File: src/rtl/mux_tx.sv
// mux_tx: merges two byte lanes through DEPTH-byte FIFOs into one registered stream in strict lane 0/1 alternation (clk_2f, reset, data_in_n/valid_in_n/ready_n in, data_mux/valid_mux/idle out)
module mux_tx #(
  parameter int DEPTH = 4
) (
  input  logic       clk_2f,
  input  logic       reset,
  input  logic [7:0] data_in_0,
  input  logic       valid_in_0,
  output logic       ready_0,
  input  logic [7:0] data_in_1,
  input  logic       valid_in_1,
  output logic       ready_1,
  output logic [7:0] data_mux,
  output logic       valid_mux,
  output logic       idle
);
  localparam int AW = $clog2(DEPTH);
  localparam logic [AW:0] FULL = (AW+1)'(DEPTH);
  logic [7:0] din [2];
  logic [7:0] head [2];
  logic [1:0] vin, rdy, push, pop, empty;
  logic sel;
  assign din[0] = data_in_0;
  assign din[1] = data_in_1;
  assign vin = {valid_in_1, valid_in_0};
  assign push = vin & rdy;
  assign ready_0 = rdy[0];
  assign ready_1 = rdy[1];
  for (genvar l = 0; l < 2; l++) begin : g_lane
    logic [7:0] mem [DEPTH];
    logic [AW-1:0] wp, rp;
    logic [AW:0] cnt;
    assign rdy[l] = cnt < FULL;
    assign empty[l] = cnt == '0;
    assign pop[l] = (sel == 1'(l)) && !empty[l];
    assign head[l] = mem[rp];
    always_ff @(posedge clk_2f)
      if (!reset && push[l]) mem[wp] <= din[l];
    always_ff @(posedge clk_2f) begin
      if (reset) begin
        wp <= '0;
        rp <= '0;
        cnt <= '0;
      end else begin
        wp <= wp + AW'(push[l]);
        rp <= rp + AW'(pop[l]);
        cnt <= cnt + {{AW{1'b0}}, push[l]} - {{AW{1'b0}}, pop[l]};
      end
    end
  end
  always_ff @(posedge clk_2f) begin
    if (reset) begin
      sel <= 1'b0;
      valid_mux <= 1'b0;
      data_mux <= 8'h00;
    end else begin
      valid_mux <= pop[sel];
      if (pop[sel]) begin
        data_mux <= head[sel];
        sel <= ~sel;
      end
    end
  end
  assign idle = &empty && !valid_mux;
endmodule

File: config.mk
export PLATFORM = sky130hd
export DESIGN_NAME = mux_tx
export DESIGN_NICKNAME = d
export VERILOG_FILES = /design/src/rtl/mux_tx.sv
export SDC_FILE = /design/constraint.sdc
export NUM_CORES = 1
export LEC_CHECK = 0
export CAP_MARGIN = 25
export CORE_MARGIN = 1
export CORE_UTILIZATION = 55
export DETAILED_ROUTE_END_ITERATION = 10
export PLACE_DENSITY = 0.82
export SLEW_MARGIN = 10
export SYNTH_ARGS = -nofsm -noshare
export SYNTH_HDL_FRONTEND = slang
export SYNTH_SLANG_ARGS = --single-unit
File: constraint.sdc
create_clock -name clk_2f -period 5.42 [get_ports clk_2f]
set_clock_uncertainty 0.05 [all_clocks]
set_input_delay 1.084 -clock clk_2f [delete_from_list [all_inputs] [get_ports clk_2f]]
set_output_delay 1.084 -clock clk_2f [all_outputs]
set_load 0.01 [all_outputs]
==> results by group, run 1 <==
Die
  – Die height: 81.66 um
  – IO Count: 32
  – # rows: 28
  – Die X: 81.66 um
  – Area of the core: 6026 um^2
  – Die area: 6668 um^2
  – Initial Util: 0.5791

STA
  – TNS Setup: 0 ns
  – Crit path time final: 3.163 ns
  – Final hold slack: 0.4447 ns
  – Fmax: 316.2 MHz
  – Final period util: 0.5835
  – Max-slew violations: 0
  – Worst Setup Slack, final: 2.257 ns
  – Setup violators final: 0
  – Slew headroom: 0.4943
  – Hold Violations, Final: 0
  – Slew @ Worst Pin: 0.7558 ns
  – RSZ-0062 raised after global routing: false

Yosys
  – Yosys reg bits: 88
  – YS warnings: 0
  – Syn avg cell area: 17.11 um^2
  – Post-synth EDFFs: 64
  – Synthesized cell area: 3490 um^2
  – Cells after Synth: 204
  – Post-Syn Nets: 232
  – Share of flip-flops with an asynchronous set or reset: 0
  – Seq/Total Area, Yosys: 0.6884
  – Post-synth cell types: 32
  – Most frequently used flop master after synthesis: edfxtp_1

Setup path
  – Worst-path maximum fanout: 12
  – Crit-path cells: clkdlybuf4s50_1 > buf_4 > nor3b_1 > nand2_1 > nor2_1
  – Largest delay share family, worst path: simple AND/OR/NAND/NOR gates
  – CP bufs+invs: 2
  – Crit end category: flip-flop
  – Setup CP Type: input pin to flip-flop
  – R2R Path End: g_lane[0].cnt[2]
  – Start of the worst register-to-register path: g_lane[0].cnt[1]
  – Worst Path Required: 5.35 ns
  – Crit path DAT: 3.09 ns
  – Crit path from: reset
  – Worst path depth: 5
  – Worst R2R Setup Slack: 3.00 ns
  – Worst setup SP type: input pin
  – Reg2reg path depth: 9
  – Max stage delay on crit path: 0.63 ns
  – Slowest CP cell: clkdlybuf4s50_1

GRT
  – Met3 GRT Util: 0.03000
  – Gr busiest metal: met2
  – Grt met2 use: 0.2950
  – Remaining global-route overflow: 0
  – Initial antenna violation count: 0
  – Met1 usage: 0.2798
  – Largest net degree at the start of global routing: 16
  – First-pass GRT wire length: 9.183 mm
  – Vias in the first global route: 1831
  – Total GRT Usage: 0.1995

Hold path
  – WHS Path Cells: 1
  – Min-delay src: data_mux[6]
  – Worst hold path type: flip-flop to flip-flop
  – Min-Delay Endpoint: data_mux[6]

Cells and area
  – FILL cells: 413
  – Most frequent cells in the layout: 64 x edfxtp_1, 31 x clkdlybuf4s50_1, 24 x dfxtp_1
  – # diodes: 0
  – Synth-to-layout area growth: 16.31%
  – Share of cells above drive strength 1: 0.1748
  – Layout Nets: 269
  – Flip-flop and latch area: 2402 um^2
  – Most common cell after layout, fill and taps aside: edfxtp_1
  – Fin util: 0.6736
  – Multi-input gate area: 1005 um^2

Route
  – Total iterations of the first detailed-routing run: 4
  – DR DRC count: 0
  – First DRT Iteration DRCs: 212
  – Via count: 1818
  – Total wire length: 5.775 mm
  – Vias per Instance: 5.664
  – Routed wire per std cell: 17.99 um
  – Routed Antenna Nets: 0

Clock tree
  – H-tree Lvls: 3
  – CTS tree: built
  – # resized after CTS: 0
  – CTS Buf Count: 9
  – Deepest clock path buffer count: 2
  – Hold-fix buffers, CTS: 0
  – CTS sink count: 88
  – CTS Root Buffer Type: clkbuf_8
  – Clk Latency, worst-skew pair: 0.35 ns
  – Reg clk slew, reported paths: 0.08 ns
  – Post-CTS setup buffers: 0

Pwr
  – Pleak: 1.378 nW
  – Pwr per Cell Area: 472.4 nW/um^2
  – Max IR drop VDD: 267.7 uV

Place
  – Dpl hpwl: 3.832 mm
  – Placement Setup Slack: 1.639 ns
  – # port buffers: 31
  – RePlAce Congestion: 0.7226

Outcome
  – Outcome: complete, no violations

Job
  – Max_cap viols: 0
==> per-layer routing <==
metal / vias up / share of wire
met5: - / 0
met4: 0 / 0.023
met3: 9 / 0.044
met2: 50 / 0.48
met1: 911 / 0.45
li1: 848 / -
==> registers in the layout, summed over array words and instances, names as in the netlist <==
signal      cells
sel             1
valid_mux       1
data_mux        8
g_lane.wp       4
g_lane.rp       4
g_lane.cnt      6
g_lane.mem     64
==> where the power goes <==
part | leakage [nW] | total, W | internal, W | switching (W)
sequential | 0.779 | 0.000934 | 0.000812 | 0.000122
clock | 0.0968 | 0.000447 | 0.000216 | 0.000231
combinational | 0.503 | 0.000536 | 0.000304 | 0.000233
==> cell usage after synthesis, types with 2 or more instances <==
library cell / count / area, um^2
nor2b_1: 8 / 50.05
xor2_1: 2 / 17.52
dfxtp_1: 24 / 480.5
nor3b_1: 4 / 30.03
o2bb2ai_1: 4 / 35.03
nor3_1: 5 / 25.02
fa_1: 2 / 40.04
mux4_2: 16 / 360.4
inv_1: 8 / 30.03
mux2i_1: 5 / 50.05
and3b_1: 2 / 17.52
ha_1: 6 / 75.07
nand2_1: 3 / 11.26
nor4_1: 4 / 25.02
edfxtp_1: 64 / 1922
nor2_1: 17 / 63.81
a21oi_2: 4 / 35.03
and3_1: 3 / 18.77
xnor2_1: 7 / 61.31
buf_2: 3 / 15.01
buf_4: 2 / 15.01
==> layout make-up <==
cell class | instances | share of cell area
flip-flops and latches | 88 | 0.5919
multi-input cells | 99 | 0.2475
repair buffers | 34 | 0.08076
clock buffers | 10 | 0.03144
well taps | 75 | 0.02312
clock inverters | 6 | 0.01695
inverters | 9 | 0.008323
==> worst max path at each step <==
stage                               end
floorplan           g_lane[1].mem[0][0]
global placement    g_lane[0].mem[0][2]
detailed placement  g_lane[0].mem[0][2]
CTS                 g_lane[0].mem[0][7]
global route        g_lane[0].mem[2][0]
finish              g_lane[0].mem[2][7]
==> kinds of logic (layout without fill, tap and decap cells) <==
| logic type | count (synthesis) | after routing | synth area share |
|---|---|---|---|
| and+or+nand+nor | 50 | 50 | 0.08318 |
| buffers and inverters | 17 | 59 | 0.02366 |
| adders and majority gates | 8 | 8 | 0.03299 |
| DFF | 88 | 88 | 0.6884 |
| muxes | 21 | 21 | 0.1176 |
| AOI/OAI and AO/OA | 11 | 11 | 0.03155 |
| xor gates and xnor gates | 9 | 9 | 0.02259 |
==> metrics by stage <==
stage	area, um^2	std cells	total power, W
2_1_floorplan	3490	204	0.001320
3_3_place_gp	3852	303	0.001467
3_5_place_dp	3857	304	0.001483
4_1_cts	4054	320	0.001932
5_1_grt	4059	321	0.002027
6_report	4059	321	0.001917
Power figures use the tool's default switching activity.
==> run 2: changes to the inputs <==
--- a/config.mk
+++ b/config.mk
@@ -7,9 +7,9 @@
 export LEC_CHECK = 0
 export CAP_MARGIN = 25
 export CORE_MARGIN = 1
-export CORE_UTILIZATION = 55
+export CORE_UTILIZATION = 51
 export DETAILED_ROUTE_END_ITERATION = 10
-export PLACE_DENSITY = 0.82
+export PLACE_DENSITY = 0.8
 export SLEW_MARGIN = 10
 export SYNTH_ARGS = -nofsm -noshare
 export SYNTH_HDL_FRONTEND = slang
==> constraint.sdc (replaced) <==
create_clock -name clk_2f -period 2.59 [get_ports clk_2f]
set_clock_uncertainty 0.05 [all_clocks]
set_input_delay 0.518 -clock clk_2f [delete_from_list [all_inputs] [get_ports clk_2f]]
set_output_delay 0.518 -clock clk_2f [all_outputs]
set_load 0.01 [all_outputs]
==> run 2 against run 1 <==
The run now ends with DRC left. Combinational power is 120% higher. Global-route usage fell by 1.6 points. Register-to-register slack worse by 2.5 ns. Wire length rose by 1.2%. Sequential share of layout area decreased by 0.63 points. Critical path type is now flip-flop to primary output. Largest power group unchanged.
==> results by group, run 2 (synthesis results as in run 1) <==
Cells and area
  – Layout Nets: 274 (+1.9%)
  – # diodes: 0 (unchanged)
  – Biggest register: g_lane.mem
  – Max reg flops: 64 (unchanged)
  – Synth-to-layout area growth: 17.57%
  – Most frequent cells in the layout: 64 x edfxtp_1, 31 x clkdlybuf4s50_1, 24 x dfxtp_1
  – Most common cell after layout, fill and taps aside: edfxtp_1
  – Top Registers: g_lane.mem: 64 flops, data_mux: 8 flops, g_lane.cnt: 6 flops
  – FILL cells: 465 (+13%)
  – Fin util: 0.6317 (-0.04192)
  – Share of cells above drive strength 1: 0.1912 (+0.01644)

Setup path
  – Worst-path maximum fanout: 6 (-6)
  – Setup CP Type: flip-flop to primary output
  – Worst Path Required: 2.02 ns (-3.33 ns)
  – CP bufs+invs: 2 (unchanged)
  – Reg2reg path depth: 9 (unchanged)
  – Crit end category: primary output
  – Worst R2R Setup Slack: 0.47 ns (-2.53 ns)
  – Largest delay share family, worst path: buffers and inverters
  – Slowest CP cell: clkdlybuf4s50_1
  – R2R Path End: g_lane[0].cnt[2]
  – Worst setup SP type: flip-flop
  – Start of the worst register-to-register path: g_lane[0].cnt[1]
  – Crit-path cells: nor3_2 > buf_4 > nand2_1 > nor2_1 > clkdlybuf4s50_1
  – Max stage delay on crit path: 0.54 ns (-0.09 ns)
  – Worst path depth: 5 (unchanged)
  – Crit path DAT: 1.83 ns (-1.26 ns)

GRT
  – Initial antenna violation count: 0 (unchanged)
  – First-pass GRT wire length: 9.453 mm (+2.9%)
  – Largest net degree at the start of global routing: 16 (unchanged)
  – Total GRT Usage: 0.1837 (-0.01572)
  – Vias in the first global route: 1863 (+1.7%)
  – Remaining global-route overflow: 0 (unchanged)

Pwr
  – Pint: 0.002804 W (+110%)
  – Max IR drop VDD: 446.8 uV (+67%)
  – Psw: 0.001221 W (+110%)
  – Power share of the combinational group: 0.291 (+0.011)
  – Sequential Power Share: 0.481 (-0.006)
  – Clock power frac: 0.228 (-0.005)
  – Switch share: 0.3033 (-0.002327)
  – Pwr per Cell Area: 981.0 nW/um^2 (+110%)
  – Pleak: 1.400 nW (+1.6%)

Outcome
  – Outcome: complete, but fails checks
  – Failing checks: DRC

Route
  – DR DRC count: 3 (+3)
  – Total wire length: 5.842 mm (+1.2%)
  – Routed wire per std cell: 17.81 um (-1.0%)
  – First DRT Iteration DRCs: 109 (-49%)
  – Via count: 1834 (+0.88%)
  – Total iterations of the first detailed-routing run: 8 (+4)
  – Vias per Instance: 5.591 (-1.3%)
  – Routed Antenna Nets: 0 (unchanged)

STA
  – Setup violators final: 0 (unchanged)
  – Worst Setup Slack, final: 0.1902 ns (-2.067 ns)
  – Crit path time final: 2.400 ns
  – Hold Violations, Final: 0 (unchanged)
  – Fmax: 416.7 MHz
  – Max-slew violations: 0 (unchanged)
  – Slew @ Worst Pin: 0.6192 ns (-0.1366 ns)
  – Final period util: 0.9266
  – Final hold slack: 0.4419 ns (-0.002795 ns)
  – TNS Setup: 0 ns (unchanged)
  – RSZ-0062 raised after global routing: false
  – Slew headroom: 0.5866 (+0.09233)

Clock tree
  – Post-CTS setup buffers: 0 (unchanged)
  – CTS Buf Count: 9 (unchanged)
  – CTS sink count: 88 (unchanged)
  – H-tree Lvls: 3 (unchanged)
  – # resized after CTS: 0 (unchanged)
  – Reg clk slew, reported paths: 0.08 ns (about the same)
  – Deepest clock path buffer count: 2 (unchanged)
  – Clk Latency, worst-skew pair: 0.35 ns (about the same)
  – CTS tree: built
  – CTS Root Buffer Type: clkbuf_8
  – Hold-fix buffers, CTS: 0 (unchanged)

Die
  – IO Count: 32 (unchanged)
  – Initial Util: 0.5373 (-0.04184)
  – Die height: 84.72 um (+3.8%)
  – # rows: 29 (+3.6%)
  – Die X: 84.72 um (+3.8%)
  – Die area: 7177 um^2 (+7.6%)
  – Area of the core: 6495 um^2 (+7.8%)

Place
  – # port buffers: 31 (unchanged)
  – RePlAce Congestion: 0.7229 (about the same)
  – Placement Setup Slack: 0.2243 ns (-1.414 ns)
  – Dpl hpwl: 4.025 mm (+5.0%)

Hold path
  – Worst hold path type: flip-flop to flip-flop
  – WHS Path Cells: 1 (unchanged)
  – Min-delay src: data_mux[2]
  – Min-Delay Endpoint: data_mux[2]

Job
  – Max_cap viols: 0 (unchanged)
-- run 2: cell count changes in the layout (fill, tap and decap cells not counted), sizes merged --
cell / previous run / this run
clkinvlp: 1 / 2
clkinv: 3 / 2
buf: 3 / 8
-- run 2: power groups by stage --
stage / Sequential [W] / Combinational [W] / Clock [W]
floorplan: 0.00187 / 0.000893 / 0
global placement: 0.00196 / 0.00113 / 0
detailed placement: 0.00197 / 0.00117 / 0
CTS: 0.00194 / 0.00118 / 0.000937
global route: 0.00197 / 0.00128 / 0.000986
finish: 0.00194 / 0.00117 / 0.000918
-- run 2: worst reg2reg max path, delay by kind of cell (launching register included) --
| kind | cells | cell delay [ns] |
|---|---|---|
| xor+xnor | 2 | 0.31 |
| fa+ha+maj | 3 | 0.86 |
| buf+inv | 1 | 0.04 |
| simple gates | 3 | 0.40 |
| flops | 1 | 0.36 |
-- run 2: area by class of cell --
type                       count  area [um^2]  share of cell area
sequential                    88         2402              0.5855
multi-input combinational     99         1005              0.2449
timing repair buffer          39        370.4             0.09027
clock buffer                  10        127.6             0.03111
tap                           77        96.34             0.02348
clock inverter                 6        67.56             0.01647
inverter                       9        33.78            0.008234
-- run 2: metrics by stage --
stage	power, W	cells	instance area, um^2
final	0.004025	328	4103
after global routing	0.004240	328	4103
after CTS	0.004061	328	4103
after detailed placement	0.003138	312	3908
after global placement	0.003093	312	3908
after floorplan	0.002761	204	3490
-- run 2: how the worst max path moves through the flow --
| stage | start | slack [ns] | to |
|---|---|---|---|
| 4_1_cts | g_lane[0].cnt[1] | 0.18 | idle |
| 6_report | g_lane[0].cnt[1] | 0.19 | idle |
| 5_1_grt | g_lane[0].cnt[1] | 0.12 | idle |
| 3_3_place_gp | reset | 0.31 | g_lane[0].mem[3][4] |
| 2_1_floorplan | g_lane[0].cnt[1] | 0.45 | g_lane[0].cnt[2] |
| 3_5_place_dp | reset | 0.22 | g_lane[0].mem[3][5] |
-- run 2: metal layers --
| metal | up-vias | part of all wire | track usage |
|---|---|---|---|
| li1 | 858 | - | - |
| met1 | 916 | 0.43 | 0.2271 |
| met5 | - | 0 | 0 |
| met4 | 0 | 0.017 | 0.07704 |
| met3 | 6 | 0.049 | 0.06588 |
| met2 | 54 | 0.51 | 0.2956 |
